[src/rtl/uart_telemetry_tx.sv]
// UART 8N1 telemetry transmitter: sends a 5-byte status packet (header, p1, p2, game_over, xor)
// whenever the synchronised score/game_over word changes or force_send is pulsed.
module uart_telemetry_tx #(
  parameter int unsigned CLK_FREQ = 50_000_000,
  parameter int unsigned BAUD     = 115200,
  parameter logic [7:0]  HEADER   = 8'hA5
) (
  input  logic       clk,
  input  logic       rst,
  input  logic [3:0] score_p1,
  input  logic [3:0] score_p2,
  input  logic       game_over,
  input  logic       force_send,
  output logic       uart_tx,
  output logic       busy,
  output logic       pkt_done
);

  localparam int unsigned CLKS_PER_BIT = CLK_FREQ / BAUD;
  localparam int CNT_W = (CLKS_PER_BIT > 1) ? $clog2(CLKS_PER_BIT) : 1;
  localparam logic [CNT_W-1:0] CNT_MAX = CNT_W'(CLKS_PER_BIT - 1);

  typedef enum logic [1:0] {IDLE, START, DATA, STOP} state_e;

  state_e           state_q, state_d;
  logic [CNT_W-1:0] cnt_q, cnt_d;
  logic [2:0]       bit_q, bit_d;
  logic [2:0]       byte_q, byte_d;
  logic [7:0]       shreg_q, shreg_d;
  logic             pending_q, pending_d;
  logic [8:0]       snap_q, snap_d;
  logic [8:0]       last_sent_q, last_sent_d;
  logic [8:0]       sync1_q, sync2_q, prev_q, stable_q;
  logic             tx_q, tx_d;
  logic             busy_q, busy_d;
  logic             done_q, done_d;
  logic [8:0]       stable_w;
  logic             change_w;
  logic             baud_end;

  function automatic logic [7:0] pkt_byte(input logic [2:0] idx, input logic [8:0] w);
    logic [7:0] b1, b2, b3;
    b1 = {4'h0, w[3:0]};
    b2 = {4'h0, w[7:4]};
    b3 = {7'h0, w[8]};
    case (idx)
      3'd0:    pkt_byte = HEADER;
      3'd1:    pkt_byte = b1;
      3'd2:    pkt_byte = b2;
      3'd3:    pkt_byte = b3;
      default: pkt_byte = b1 ^ b2 ^ b3;
    endcase
  endfunction

  // The word is only trusted once two consecutive synced samples agree, hiding multi-bit skew.
  assign stable_w = (sync2_q == prev_q) ? sync2_q : stable_q;
  assign change_w = (stable_w != last_sent_q);
  assign baud_end = (cnt_q == CNT_MAX);

  always_ff @(posedge clk or negedge rst) begin
    if (!rst) begin
      sync1_q  <= '0;
      sync2_q  <= '0;
      prev_q   <= '0;
      stable_q <= '0;
    end else begin
      sync1_q  <= {game_over, score_p2, score_p1};
      sync2_q  <= sync1_q;
      prev_q   <= sync2_q;
      stable_q <= stable_w;
    end
  end

  always_ff @(posedge clk or negedge rst) begin
    if (!rst) begin
      state_q     <= IDLE;
      cnt_q       <= '0;
      bit_q       <= '0;
      byte_q      <= '0;
      shreg_q     <= '0;
      pending_q   <= 1'b0;
      snap_q      <= '0;
      last_sent_q <= '0;
      tx_q        <= 1'b1;
      busy_q      <= 1'b0;
      done_q      <= 1'b0;
    end else begin
      state_q     <= state_d;
      cnt_q       <= cnt_d;
      bit_q       <= bit_d;
      byte_q      <= byte_d;
      shreg_q     <= shreg_d;
      pending_q   <= pending_d;
      snap_q      <= snap_d;
      last_sent_q <= last_sent_d;
      tx_q        <= tx_d;
      busy_q      <= busy_d;
      done_q      <= done_d;
    end
  end

  always_comb begin
    state_d     = state_q;
    cnt_d       = cnt_q;
    bit_d       = bit_q;
    byte_d      = byte_q;
    shreg_d     = shreg_q;
    pending_d   = pending_q | change_w | force_send;
    snap_d      = snap_q;
    last_sent_d = last_sent_q;
    done_d      = 1'b0;
    case (state_q)
      IDLE: begin
        if (pending_q) begin
          state_d     = START;
          cnt_d       = '0;
          byte_d      = 3'd0;
          shreg_d     = HEADER;
          snap_d      = stable_w;
          last_sent_d = stable_w;
          pending_d   = 1'b0;
        end
      end
      START: begin
        if (baud_end) begin
          cnt_d   = '0;
          bit_d   = 3'd0;
          state_d = DATA;
        end else begin
          cnt_d = cnt_q + 1'b1;
        end
      end
      DATA: begin
        if (baud_end) begin
          cnt_d   = '0;
          shreg_d = {1'b0, shreg_q[7:1]};
          if (bit_q == 3'd7) state_d = STOP;
          else               bit_d   = bit_q + 3'd1;
        end else begin
          cnt_d = cnt_q + 1'b1;
        end
      end
      STOP: begin
        if (baud_end) begin
          cnt_d = '0;
          if (byte_q < 3'd4) begin
            byte_d  = byte_q + 3'd1;
            shreg_d = pkt_byte(byte_q + 3'd1, snap_q);
            state_d = START;
          end else begin
            state_d = IDLE;
            done_d  = 1'b1;
          end
        end else begin
          cnt_d = cnt_q + 1'b1;
        end
      end
      default: state_d = IDLE;
    endcase
    // Line level is registered from the next state so the pin never glitches.
    case (state_d)
      START:   tx_d = 1'b0;
      DATA:    tx_d = shreg_d[0];
      default: tx_d = 1'b1;
    endcase
    busy_d = (state_d != IDLE);
  end

  assign uart_tx  = tx_q;
  assign busy     = busy_q;
  assign pkt_done = done_q;

endmodule
[config.mk]
export PLATFORM = sky130hd
export DESIGN_NAME = uart_telemetry_tx
export DESIGN_NICKNAME = d
export VERILOG_FILES = /design/src/rtl/uart_telemetry_tx.sv
export SDC_FILE = /design/constraint.sdc
export NUM_CORES = 1
export LEC_CHECK = 0
export CAP_MARGIN = 30
export CORE_MARGIN = 4
export CORE_UTILIZATION = 25
export DETAILED_ROUTE_END_ITERATION = 12
export PLACE_DENSITY = 0.41
export SYNTH_ARGS = -nofsm -noshare
export SYNTH_HDL_FRONTEND = slang
export SYNTH_SLANG_ARGS = --single-unit
[constraint.sdc]
create_clock -name clk -period 3.6 [get_ports clk]
set_clock_uncertainty 0.1 [all_clocks]
set_input_delay 0.36 -clock clk [delete_from_list [all_inputs] [get_ports clk]]
set_output_delay 0.36 -clock clk [all_outputs]
set_load 0.01 [all_outputs]
---- After elaboration in Yosys (flattened, before gate mapping) ----
Cells that the tools add are included.
storage, ports and cells
  register bits after elaboration ......... 74
  input bits .............................. 12
  output and inout bits ................... 3
  logic and storage cells ................. 83
operators by class
  add/subtract/negate cells ............... 3
  $lt $le $gt $ge ......................... 1
  equality and inequality tests ........... 18
  mux-type cells .......................... 31
  bitwise gates (word level) .............. 4
  reductions and logical operators ........ 11
operators with widths
  operator                                                               count
  8-bit two-way mux                                                      4
  8-bit one-hot mux with 4 select lines                                  1
  9-bit two-way mux                                                      3
  8-bit one-hot mux with 3 select lines                                  1
  3-bit two-way mux                                                      6
  9-bit one-hot mux with 2 select lines                                  1
  2-bit != test, second input constant                                   6
  3-bit one-hot mux with 2 select lines                                  2
  2-bit two-way mux                                                      5
  9-bit by 1-bit adder with 9-bit output, second input constant          1
  9-bit equality test                                                    1
  9-bit equality test, second input constant                             1
  9-bit != test                                                          1
  2-bit one-hot mux with 4 select lines                                  1
  4-bit AND reduction                                                    2
  3-bit by 1-bit adder with 3-bit output, second input constant          2
  2-bit equality test, second input constant                             3
  3-bit by 2-bit equality test with 1-bit output, second input constant  2
  1-bit two-way mux                                                      6
  2-bit nonzero test                                                     3
  5-bit AND reduction                                                    1
  2-bit by 1-bit equality test with 1-bit output, second input constant  2
  4-bit by 1-bit XOR with 4-bit output                                   1
  4-bit XOR                                                              1
  10 further kinds                                                       11

---- Longest topological paths before layout ----
  word-level depth ........................ 7
  gate-level depth with buffers ........... 8
  mapped depth without buffers ............ 8

---- Worst setup path after synthesis ----
OpenSTA, ideal clock, no wires.
  path kind ............................... register to register
  start point ............................. register sync2_q[7]
  end point ............................... register last_sent_q[1]
  arrival ................................. 1932 ps
  setup slack ............................. 1443 ps
  cell stages (with the launch flop) ...... 7
  buffers on the path ..................... 1
  clock period less this slack ............ 2157 ps
  path through ............................ dfrtp_1 -> xor2_1 -> or2_4 -> or3_4 -> buf_6 -> mux2_4 -> mux2_4
between the ends
  longest elaborated chain between the ends .. 2
RTL lines
  what                    RTL line  text
  from (decl)             33        logic [8:0] sync1_q, sync2_q, prev_q, stable_q;
  from (signal assigned)  68        sync2_q <= sync1_q;
  9-bit equality test     56        assign stable_w = (sync2_q == prev_q) ? sync2_q : stable_q;
  9-bit two-way mux       56
  named net stable_w[1]   37        logic [8:0] stable_w;
  to (signal assigned)    95        last_sent_q <= last_sent_d;
  to (decl)               32        logic [8:0] last_sent_q, last_sent_d;
The timed path passes the listed nets, and every way through them passes these cells.
A chain may end at the register's enable or synchronous reset.

---- Worst setup path after layout ----
  start point ............................. register last_sent_q[5]
  end point ............................... register pending_q
between the ends
  longest elaborated chain between the ends .. 5
RTL lines
  what                                RTL line  text
  9-bit != test (*)                   57        assign change_w = (stable_w != last_sent_q);
  1-bit bitwise OR (*) (2 in series)  108       pending_d = pending_q | change_w | force_send;
  1-bit two-way mux                   114       if (pending_q) begin
  1-bit two-way mux (*)               112       case (state_q)
  named net pending_d                 30        logic pending_q, pending_d;
  to (signal assigned)                93        pending_q <= pending_d;
  to (decl)                           30
The timed path passes the listed nets; every way through them passes the cells marked *.

==> results.txt <==
The required time of the critical path is between 3 and 4 ns. In this run the vertical extent of the chip is between 100 and 150 µm. TritonCTS built the clock tree. The CTS clock-pin slew for the worst setup and hold paths is ~0.060 ns. The number of iterations in the first detailed-routing pass came out at 4. Tracing the worst setup path back leads to its startpoint at last_sent_q[5]. The path depth of the worst reg2reg path came out at 5. Entering global routing, the biggest net connects 40 pins. The worst hold-check path type is reg2reg. The endpoint identified for the worst register-to-register timing path is pending_q. The first-pass GRT wire length came out at ~12000 µm.

The max capacitance violation total came out at 0. The average cell area after synthesis is 11.8 µm². Setup repair after global routing left no endpoint under its margin.

The total power divided by cell area came out at about 440 nW/µm². Following the worst setup path forward leads to its endpoint at pending_q. The maximum clock frequency is between 0.4 and 0.5 GHz. The share of the core filled with cells is a little under a third.

The detailed-placement wirelength estimate is 4820 µm. The number of port buffers came out at 14. The highest net fanout along the worst path came out at 5. The floorplan die area came out at 15600 µm². The worst setup slack after layout is ~1.2 ns.

The core area came out at 13300 µm². At the pin with the least slew margin, the transition time is a little over 0.9 ns. For this run, the leading register cell type out of synthesis is sky130_fd_sc_hd__dfrtp_1.

In this run the register-to-register setup slack is ~1.2 ns. The initial antenna violation count is 0. Buffers inserted during clock tree synthesis total 9.

The maximum ir drop on the vdd rail came out at 0.182 mV. The part of the cycle the worst path needs came out at about two thirds. From synthesis to final layout, the design area changed by 18.9%. Summed over all failing endpoints, the final setup total negative slack is 0 ns. The number of nets produced by synthesis is between 300 and 400. The number of nets with antenna violations after detailed routing is 0.

The worst hold-check slack came out at 0.247 ns. The detailed-route vias per instance came out at 4.53. The number of placement rows came out at 42.

The total number of H-tree levels is 3. The share of the yosys chip area belonging to registers is between 50% and 60%. The combined area of all synthesized cells came out at 3410 µm².

The number of nets in the final layout is approximately 330. The total number of clock tree sinks came out at 74. The data arrival time of the critical path came out at between 2 and 3 ns. The proportion of layout cells with a drive suffix above 1 came out at around 15%. Dividing the detail-routed wire length by the instance count gives roughly 14 µm. The global router's overall resource usage is under 10%. The worst register-to-register path begins at last_sent_q[5]. No sink is reached through more buffers than the 2 on the longest clock path. The number of flops mapped to enable cells by yosys came out at 0.

The proportion of register bits with asynchronous set or reset after synthesis is 100%. The minimum period implied by the final worst setup slack came out at 2.45 ns. The routability congestion estimate from global placement came out at approximately 0.77. Yosys printed 0 warnings. The setup violation total in the final timing report is 0. The flow ran to the end, and the final reports show no timing, DRC or antenna violations. The count of state elements after synthesis came out at 74. The type of destination of the critical path is a flop. Synthesis instantiated between 50 and 60 different standard cells from the library. The buffer count from post-CTS setup fixing came out at 0. The starting utilization of the core area is 25.6%. From left edge to right edge, the die measures about 120 µm.

In this run the clock root is driven by a sky130_fd_sc_hd__clkbuf_16. The final wirelength is around 7000 µm. The total power consumption of the routed design is approximately 1.8 mW. 15 I/O pins were placed. The hold violation count in the final report came out at 0.

The final number of max-transition violations came out at 0. Headroom to the max-slew limit came out at about 37%. Timing analysis after detailed placement gives a worst setup slack of ~1.3 ns. The fill cell instance count of the final layout is 1366. The worst setup path is launched from a flop.

The detailed router placed between 2000 and 2500 vias in this run. The standby leakage power is about 1.7 nW. Synthesis handed over a netlist of 289 instances. The leftover overflow at the end of global routing came out at 0. The number of DRC violations after detailed routing is 0. The number of antenna diodes in the final layout is 0. The via count of the first global-routing pass came out at ~2300. The critical path in this run is classified as reg2reg. The clock latency of the later-clocked register in the worst-skew pair came out at 0.34 ns. The DRC violation total after the first TritonRoute iteration is roughly 150.
==> logic make-up (layout without fill, tap and decap cells) <==
family	count (synthesis)	count (layout)	synth area share, %
and+or+nand+nor	77	77	12.4
DFF	74	74	54.4
AOI/OAI and AO/OA	61	61	12.9
xor gates and xnor gates	27	27	6.94
buffers and inverters	23	50	2.83
muxes	18	18	7.23
adders and majority gates	9	9	3.30
==> synth_stat cells, drive strengths merged (2+ instances only) <==
cell	n	area, µm²
nand3	6	30.0
and3	6	37.5
mux2	17	236
or4b	2	20.0
buf	3	21.3
nor3b	2	15.0
a41oi	2	17.5
a221oi	3	26.3
xor2	10	87.6
ha	9	113
nand2	23	86.3
dfrtp	73	1830
a22oi	9	67.6
o311ai	2	17.5
o22ai	4	25.0
xnor2	17	149
a21oi	4	20.0
nor2	11	41.3
o2bb2ai	2	17.5
and4	2	17.5
nor2b	6	37.5
nand4	4	25.0
clkbuf	3	11.3
o31ai	2	15.0
nor3	7	35.0
o21ai	17	85.1
a22o	2	17.5
inv	17	63.8
a41o	2	21.3
or2	2	15.0
==> layout make-up <==
type                            count  area (µm²)  share of cell area, %
Multi-Input combinational cell    192        1460                   36.1
Tap cell                          176         220                   5.44
Sequential cell                    74        1850                   45.7
Clock buffer                        9         225                   5.56
Timing Repair Buffer               18         183                   4.51
Clock inverter                      6        42.5                   1.05
Inverter                           17        63.8                   1.58
==> what timing repair did <==
action,CTS,global route
hold buffers,1,0
hold endpoints to repair,35,0
resized for setup,0,0
==> metrics by stage <==
stage,instances,cell area (µm²)
6_report,492,4050
5_1_grt,492,4050
4_1_cts,492,4050
3_5_place_dp,476,3770
3_3_place_gp,475,3750
2_1_floorplan,289,3410
==> state kept, by name, summed over array words and instances, names as in the netlist <==
signal       flops
busy             1
cnt_q            9
bit_q            3
state_q          2
sync1_q          9
shreg_q          8
pending_q        1
byte_q           3
pkt_done         1
uart_tx          1
stable_q         9
last_sent_q      9
sync2_q          9
prev_q           9
==> worst min-delay path by stage <==
stage / from / endpoint / slack [ns] / depth (start not counted)
2_1_floorplan: rst / bit_q[0] / -0.04 / 0
3_3_place_gp: sync1_q[2] / sync2_q[2] / 0.23 / 0
3_5_place_dp: sync1_q[7] / sync2_q[7] / 0.24 / 0
4_1_cts: sync1_q[7] / sync2_q[7] / 0.25 / 0
5_1_grt: sync1_q[7] / sync2_q[7] / 0.25 / 0
6_report: sync1_q[8] / sync2_q[8] / 0.25 / 0
==> layout by cell type (no fill, tap or decap), types with 4 or more instances in the layout <==
cell type	instances
sky130_fd_sc_hd__a22oi_1	9
sky130_fd_sc_hd__ha_1	9
sky130_fd_sc_hd__nand3_1	6
sky130_fd_sc_hd__a21oi_1	4
sky130_fd_sc_hd__dfrtp_1	73
sky130_fd_sc_hd__nor2b_1	6
sky130_fd_sc_hd__nor2_1	11
sky130_fd_sc_hd__clkdlybuf4s50_1	13
sky130_fd_sc_hd__xnor2_1	17
sky130_fd_sc_hd__o21ai_0	17
sky130_fd_sc_hd__nor3_1	7
sky130_fd_sc_hd__inv_1	17
sky130_fd_sc_hd__o22ai_1	4
sky130_fd_sc_hd__mux2_4	12
sky130_fd_sc_hd__nand2_1	23
sky130_fd_sc_hd__clkbuf_16	9
sky130_fd_sc_hd__xor2_1	10
sky130_fd_sc_hd__nand4_1	4
sky130_fd_sc_hd__mux2_2	5
sky130_fd_sc_hd__and3_1	6
==> where the power goes <==
group | switching (mW) | leakage (nW) | internal [mW]
clock network | 0.357 | 0.128 | 0.463
logic | 0.0420 | 0.680 | 0.0428
registers | 0.0182 | 0.920 | 0.856
total | 0.417 | 1.73 | 1.36
==> worst max-delay path: stages (launching register included) <==
cell and delay (ns):
sky130_fd_sc_hd__dfrtp_1 0.46, sky130_fd_sc_hd__xor2_1 0.17, sky130_fd_sc_hd__a2111oi_0 0.83, sky130_fd_sc_hd__o311ai_0 0.30, sky130_fd_sc_hd__a32oi_1 0.30, sky130_fd_sc_hd__a41oi_1 0.15
==> routing by layer <==
layer  global-route usage (%)  up-vias  routed length, µm
li1                         -     1082                  -
met1                     13.7     1098               3470
met2                     13.4       37               3010
met3                     2.74       14                251
met4                     5.35        0                163
met5                        0        -                  0
No activity file was read; power rests on OpenSTA's default activity.
